<file path="src/rtl/cpu_test_sequencer.sv">
`default_nettype none
// +--------------------------------------------------------------------------+
// | Module  : cpu_test_sequencer                                             |
// | Brief   : Preloads dmem/imem, runs the cpu until STOP, then checks a     |
// |           dmem window against an expected-value source.                  |
// | Option  : CPU_SEQ_WATCHDOG_EN enables the RUN-state watchdog.            |
// | Revision: 1.0                                                            |
// +--------------------------------------------------------------------------+
module cpu_test_sequencer #(
    parameter int DATA_W      = 64,
    parameter int ADDR_W      = 64,
    parameter int IMEM_DEPTH  = 512,
    parameter int DMEM_DEPTH  = 1024,
    parameter int CHK_BASE    = 35,
    parameter int CHK_LEN     = 12,
    parameter int CYC_W       = 32,
    parameter int TIMEOUT_CYC = 100000
) (
    input  logic              clk,
    input  logic              arst,
    input  logic              start,
    input  logic              ld_valid,
    output logic              ld_ready,
    input  logic [DATA_W-1:0] ld_data,
    input  logic [31:0]       instr,
    output logic              cpu_enable,
    output logic [ADDR_W-1:0] addr_ext,
    output logic              wen_ext,
    output logic              ren_ext,
    output logic [DATA_W-1:0] wdata_ext,
    output logic [ADDR_W-1:0] addr_ext_2,
    output logic              wen_ext_2,
    output logic              ren_ext_2,
    output logic [DATA_W-1:0] wdata_ext_2,
    input  logic [DATA_W-1:0] rdata_ext_2,
    output logic [15:0]       exp_idx,
    input  logic [DATA_W-1:0] exp_data,
    output logic              done,
    output logic              pass,
    output logic              timeout,
    output logic [3:0]        test_id,
    output logic [CYC_W-1:0]  cycles,
    output logic [15:0]       err_cnt,
    output logic [15:0]       first_err_idx
);

    localparam int         MAX_DEPTH = (DMEM_DEPTH > IMEM_DEPTH) ? DMEM_DEPTH : IMEM_DEPTH;
    localparam int         IDX_W     = $clog2(MAX_DEPTH) + 1;
    localparam logic [6:0] STOP_OPC  = 7'b1111110;

    typedef enum logic [2:0] {
        S_IDLE   = 3'd0,
        S_LOAD_D = 3'd1,
        S_LOAD_I = 3'd2,
        S_RUN    = 3'd3,
        S_CHECK  = 3'd4,
        S_DONE   = 3'd5
    } state_t;

    state_t            state_q, state_d;
    logic [IDX_W-1:0]  idx_q, idx_d;
    logic [15:0]       chk_q, chk_d;
    logic [CYC_W-1:0]  cycles_q, cycles_d;
    logic [3:0]        test_id_q, test_id_d;
    logic [15:0]       err_cnt_q, err_cnt_d;
    logic [15:0]       first_err_q, first_err_d;
    logic              done_q, done_d;
    logic              pass_q, pass_d;
`ifdef CPU_SEQ_WATCHDOG_EN
    logic              timeout_q, timeout_d;
`endif

    logic w_is_stop;
    logic unused_instr_bits;

    assign w_is_stop         = (instr[6:0] == STOP_OPC);
    assign unused_instr_bits = ^instr[27:7];

    always_comb begin
        state_d     = state_q;
        idx_d       = idx_q;
        chk_d       = chk_q;
        cycles_d    = cycles_q;
        test_id_d   = test_id_q;
        err_cnt_d   = err_cnt_q;
        first_err_d = first_err_q;
        done_d      = done_q;
        pass_d      = pass_q;
`ifdef CPU_SEQ_WATCHDOG_EN
        timeout_d   = timeout_q;
`endif
        ld_ready    = 1'b0;
        cpu_enable  = 1'b0;
        addr_ext    = '0;
        wen_ext     = 1'b0;
        ren_ext     = 1'b0;
        wdata_ext   = '0;
        addr_ext_2  = '0;
        wen_ext_2   = 1'b0;
        ren_ext_2   = 1'b0;
        wdata_ext_2 = '0;
        exp_idx     = '0;

        unique case (state_q)
            S_IDLE, S_DONE: begin
                if (start) begin
                    state_d     = S_LOAD_D;
                    idx_d       = '0;
                    chk_d       = '0;
                    cycles_d    = '0;
                    test_id_d   = '0;
                    err_cnt_d   = '0;
                    first_err_d = '0;
                    done_d      = 1'b0;
                    pass_d      = 1'b0;
`ifdef CPU_SEQ_WATCHDOG_EN
                    timeout_d   = 1'b0;
`endif
                end
            end
            S_LOAD_D: begin
                ld_ready = 1'b1;
                if (ld_valid) begin
                    wen_ext_2   = 1'b1;
                    wdata_ext_2 = ld_data;
                    addr_ext_2  = ADDR_W'(idx_q) << 3;
                    if (idx_q == IDX_W'(DMEM_DEPTH - 1)) begin
                        idx_d   = '0;
                        state_d = S_LOAD_I;
                    end else begin
                        idx_d = idx_q + 1'b1;
                    end
                end
            end
            S_LOAD_I: begin
                ld_ready = 1'b1;
                if (ld_valid) begin
                    wen_ext   = 1'b1;
                    wdata_ext = ld_data;
                    addr_ext  = ADDR_W'(idx_q) << 2;
                    if (idx_q == IDX_W'(IMEM_DEPTH - 1)) begin
                        idx_d   = '0;
                        state_d = S_RUN;
                    end else begin
                        idx_d = idx_q + 1'b1;
                    end
                end
            end
            S_RUN: begin
                cpu_enable = 1'b1;
                if (cycles_q != '1) begin
                    cycles_d = cycles_q + 1'b1;
                end
                if (w_is_stop) begin
                    test_id_d = instr[31:28];
                    chk_d     = '0;
                    if (CHK_LEN == 0) begin
                        state_d = S_DONE;
                        done_d  = 1'b1;
                        pass_d  = 1'b1;
                    end else begin
                        state_d = S_CHECK;
                    end
                end
`ifdef CPU_SEQ_WATCHDOG_EN
                else if (cycles_d == CYC_W'(TIMEOUT_CYC)) begin
                    state_d   = S_DONE;
                    done_d    = 1'b1;
                    pass_d    = 1'b0;
                    timeout_d = 1'b1;
                end
`endif
            end
            S_CHECK: begin
                // Reads are issued for offsets 0..CHK_LEN-1; each compare lags its read by one cycle.
                if (chk_q < 16'(CHK_LEN)) begin
                    ren_ext_2  = 1'b1;
                    addr_ext_2 = (ADDR_W'(CHK_BASE) + ADDR_W'(chk_q)) << 3;
                end
                if (chk_q != 16'd0) begin
                    exp_idx = chk_q - 16'd1;
                    if (rdata_ext_2 != exp_data) begin
                        if (err_cnt_q == 16'd0) begin
                            first_err_d = chk_q - 16'd1;
                        end
                        if (err_cnt_q != '1) begin
                            err_cnt_d = err_cnt_q + 16'd1;
                        end
                    end
                end
                if (chk_q == 16'(CHK_LEN)) begin
                    state_d = S_DONE;
                    done_d  = 1'b1;
                    pass_d  = (err_cnt_d == 16'd0);
                end else begin
                    chk_d = chk_q + 16'd1;
                end
            end
            default: state_d = S_IDLE;
        endcase
    end

    always_ff @(posedge clk or posedge arst) begin
        if (arst) begin
            state_q     <= S_IDLE;
            idx_q       <= '0;
            chk_q       <= '0;
            cycles_q    <= '0;
            test_id_q   <= '0;
            err_cnt_q   <= '0;
            first_err_q <= '0;
            done_q      <= 1'b0;
            pass_q      <= 1'b0;
`ifdef CPU_SEQ_WATCHDOG_EN
            timeout_q   <= 1'b0;
`endif
        end else begin
            state_q     <= state_d;
            idx_q       <= idx_d;
            chk_q       <= chk_d;
            cycles_q    <= cycles_d;
            test_id_q   <= test_id_d;
            err_cnt_q   <= err_cnt_d;
            first_err_q <= first_err_d;
            done_q      <= done_d;
            pass_q      <= pass_d;
`ifdef CPU_SEQ_WATCHDOG_EN
            timeout_q   <= timeout_d;
`endif
        end
    end

    assign done          = done_q;
    assign pass          = pass_q;
    assign test_id       = test_id_q;
    assign cycles        = cycles_q;
    assign err_cnt       = err_cnt_q;
    assign first_err_idx = first_err_q;
`ifdef CPU_SEQ_WATCHDOG_EN
    assign timeout       = timeout_q;
`else
    assign timeout       = 1'b0;
`endif

endmodule
`default_nettype wire
</file>
<file path="config.mk">
export PLATFORM = sky130hd
export DESIGN_NAME = cpu_test_sequencer
export DESIGN_NICKNAME = d
export VERILOG_FILES = /design/src/rtl/cpu_test_sequencer.sv
export SDC_FILE = /design/constraint.sdc
export NUM_CORES = 1
export LEC_CHECK = 0
export ABC_AREA = 0
export BUFFER_PORTS_ARGS = -buffer_cell sky130_fd_sc_hd__buf_2
export CAP_MARGIN = 15
export CELL_PAD_IN_SITES_DETAIL_PLACEMENT = 1
export CELL_PAD_IN_SITES_GLOBAL_PLACEMENT = 1
export CORE_AREA = 4 4 221 223
export CTS_CLUSTER_DIAMETER = 120
export DETAILED_ROUTE_END_ITERATION = 10
export DIE_AREA = 0 0 225 227
export GPL_ROUTABILITY_DRIVEN = 0
export PLACE_DENSITY_LB_ADDON = 0.1
export SETUP_SLACK_MARGIN = 0.15
export SYNTH_ARGS = -nofsm -noshare
export SYNTH_HDL_FRONTEND = slang
export SYNTH_SLANG_ARGS = --single-unit
</file>
<file path="constraint.sdc">
create_clock -name clk -period 4.95 [get_ports clk]
set_input_delay 1.485 -clock clk [delete_from_list [all_inputs] [get_ports clk]]
set_output_delay 1.485 -clock clk [all_outputs]
set_load 0.02 [all_outputs]
</file>
==> summary.txt <==
status: finished clean
die height: 227 um
dpl hpwl: 30430 um
max-cap violations: 0
layout cells sized above 1: 34.27%
Cells after Synth: 1038
Worst Slack Setup Final: 719.8 ps
Startpoint Class: primary input
die area: 51080 um2
Highest Clock Rate: 236.4 MHz
count of cell types in the netlist: 63
Post-Synthesis Cell Area: 8414 um2
total gr overflow: 0
hold_sp: test_id[3]
via-per-instance ratio: 4.069
leakage power: 6.053 nW
GRT Util Overall: 13.36%
Crit. End Element: output port
Hold Crit Class: register to register
EDFF count, synth: 0
final max-slew violation count: 0
Crit Path Category: primary input to output port
Power Dens Cells: 273.1 nW/um2
commonest non-fill, non-tap cell in the layout: buf_2
core area: 46560 um2
post_cts resized: 0
metal3 WL: 2257 um
Comb power frac: 44.0%
largest area contributor in the netlist: dfrtp_1
CTS Root Cell: clkbuf_16
Seq/Total Area, Yosys: 29.74%
Top Ports: 577
number of setup violations in the final report: 0
unrepaired setup endpoints after global routing: false
Pre-antenna DRT Iters: 4
maximum vdd drop: 0.1502 mV
Final Non-Filler Cells: 2072
Final min period: 4230 ps
H-tree depth: 3
Layout Skew: 13.18 ps
setup_tns: 0 ps
TritonCTS clock tree: yes
post-synth top area share: 29.74%
top cells by area, synth: dfrtp_1, and2_1, xor2_1
Area after DPL: 10940 um2
DRC violations left: 0
Period Utilization, post-route: 85.46%
routed wl met2: 19000 um
Post-synth ARST share: 100.0%
Synth warnings: 0
share of power burned in registers: 29.9%
num rows: 79
hold_ws: 470.8 ps
WL/cell: 18.04 um
area delta synth->final: 33.93%
Final Power: 3.078 mW
first-pass GRT wire length: 53320 um
met1 WL: 15870 um
clock share of power: 26.1%
clk sink count: 100
PortBufs: 447
slew margin rel.: 42.13%
Setup WS pre-CTS: 706.0 ps
Post-DRT Antenna Nets: 0
post-layout util: 24.21%
syn_area_per_cell: 8.106 um2
finished layout cell area: 11270 um2
Setup crit start: ld_valid
Switch Pwr: 1.367 mW
initial antenna violation count: 5
clk_lat worst skew: 370 ps
worst-margin pin slew: 864.9 ps
Post-CTS Setup Repair Bufs: 0
clock buffer count from CTS: 9
WP data required: 3460 ps
top layer reached by signal wires: met4
Post-layout nets: 1692
cell count after placement: 2053
switching portion of total power: 44.43%
routed via count: 8430
largest net degree at the start of global routing: 76
die width: 225 um
Worst Path Arrival: 2750 ps
flop and latch count out of synthesis: 100
most frequent cells in the layout: buf_2, and2_1, conb_1, xor2_1, dfrtp_1
P_int: 1.710 mW
final wirelength: 37380 um
clock-pin slew on the worst setup and hold paths: 80 ps
Main synth FF type: dfrtp_1
Fin. Hold Viols: 0
Bufs on Longest Clock Path: 2
vias in the first global route: 8390
hold_buf cts: 0
Initial Utilization: 18.07%
CP Max Fanout: 12
Reg2Reg Launch Point: state_q[0]
1st-iter DRT viols: 220
cell type report:
class	instances	area, um2
clock inverters	7	95.09
clock buffers	9	225.2
diodes	3	7.507
multi-input cells	866	5223
inverters	18	70.07
fillers	5702	35290
well taps	607	759.5
repair buffers	462	2387
flip-flops and latches	100	2502
state kept, by name, summed over array words and instances, names as in the netlist:
register	cells
cycles	32
chk_q	16
err_cnt	16
first_err_idx	16
idx_q	11
test_id	4
state_q	3
done	1
pass	1
worst max-delay path, stage by stage:
cell      delay, ps
buf_2           100
nand2b_1        210
nor2_4          210
buf_4           210
nand2_1          70
o21ai_0         200
buf_2           260
synthesized netlist by cell type, types with 4 or more instances:
cell / count
o21ai_0: 47
and3_1: 10
nor2_1: 94
nand2b_1: 12
clkbuf_1: 41
inv_1: 18
or4_1: 5
nor2b_1: 8
nor3_1: 24
dfrtp_1: 100
a21oi_1: 24
xnor2_1: 19
buf_2: 8
nand4_1: 30
nand2_1: 74
mux2i_1: 5
or3_1: 12
mux2_2: 7
o31ai_1: 10
and4_1: 8
nor4_1: 23
ha_1: 7
buf_4: 111
mux2_1: 10
nand3_1: 26
a211oi_1: 4
a21o_1: 4
and2_1: 152
xor2_1: 102
path summary, 6_finish.rpt:
check | endpoint | slack [ps] | cells after the start
min reg2reg | test_id[3] | 470 | 2
min | test_id[3] | 470 | 2
max | addr_ext_2[5] | 720 | 7
min in group asynchronous | err_cnt[2] | 1260 | 2
max reg2reg | first_err_idx[10] | 1790 | 7
max in group asynchronous | chk_q[0] | 2940 | 3
metal layers:
layer  up-vias  GRT usage, %
li1       4124             -
met1      4058         17.04
met2       234         23.79
met3        14         2.888
met4         0         1.976
met5         -             0
power groups by stage:
| stage | Sequential, mW | Combinational (mW) | Clock (mW) |
|---|---|---|---|
| 6_report | 0.920 | 1.36 | 0.802 |
| 5_1_grt | 0.930 | 1.49 | 0.870 |
| 4_1_cts | 0.921 | 1.39 | 0.841 |
| 3_5_place_dp | 0.937 | 1.39 | 0 |
| 3_3_place_gp | 0.939 | 1.38 | 0 |
| 2_1_floorplan | 0.930 | 0.914 | 0 |
logic make-up after synthesis:
kind of cell	Yosys count	synth area share, %
buf+inv	179	13.14
fa+ha+maj	7	1.041
other cells	1	0.04457
simple gates	493	32.15
mux	22	2.870
xor+xnor	121	12.59
compound gates	115	8.417
flops	100	29.74
(Power assumes the default switching activity.)
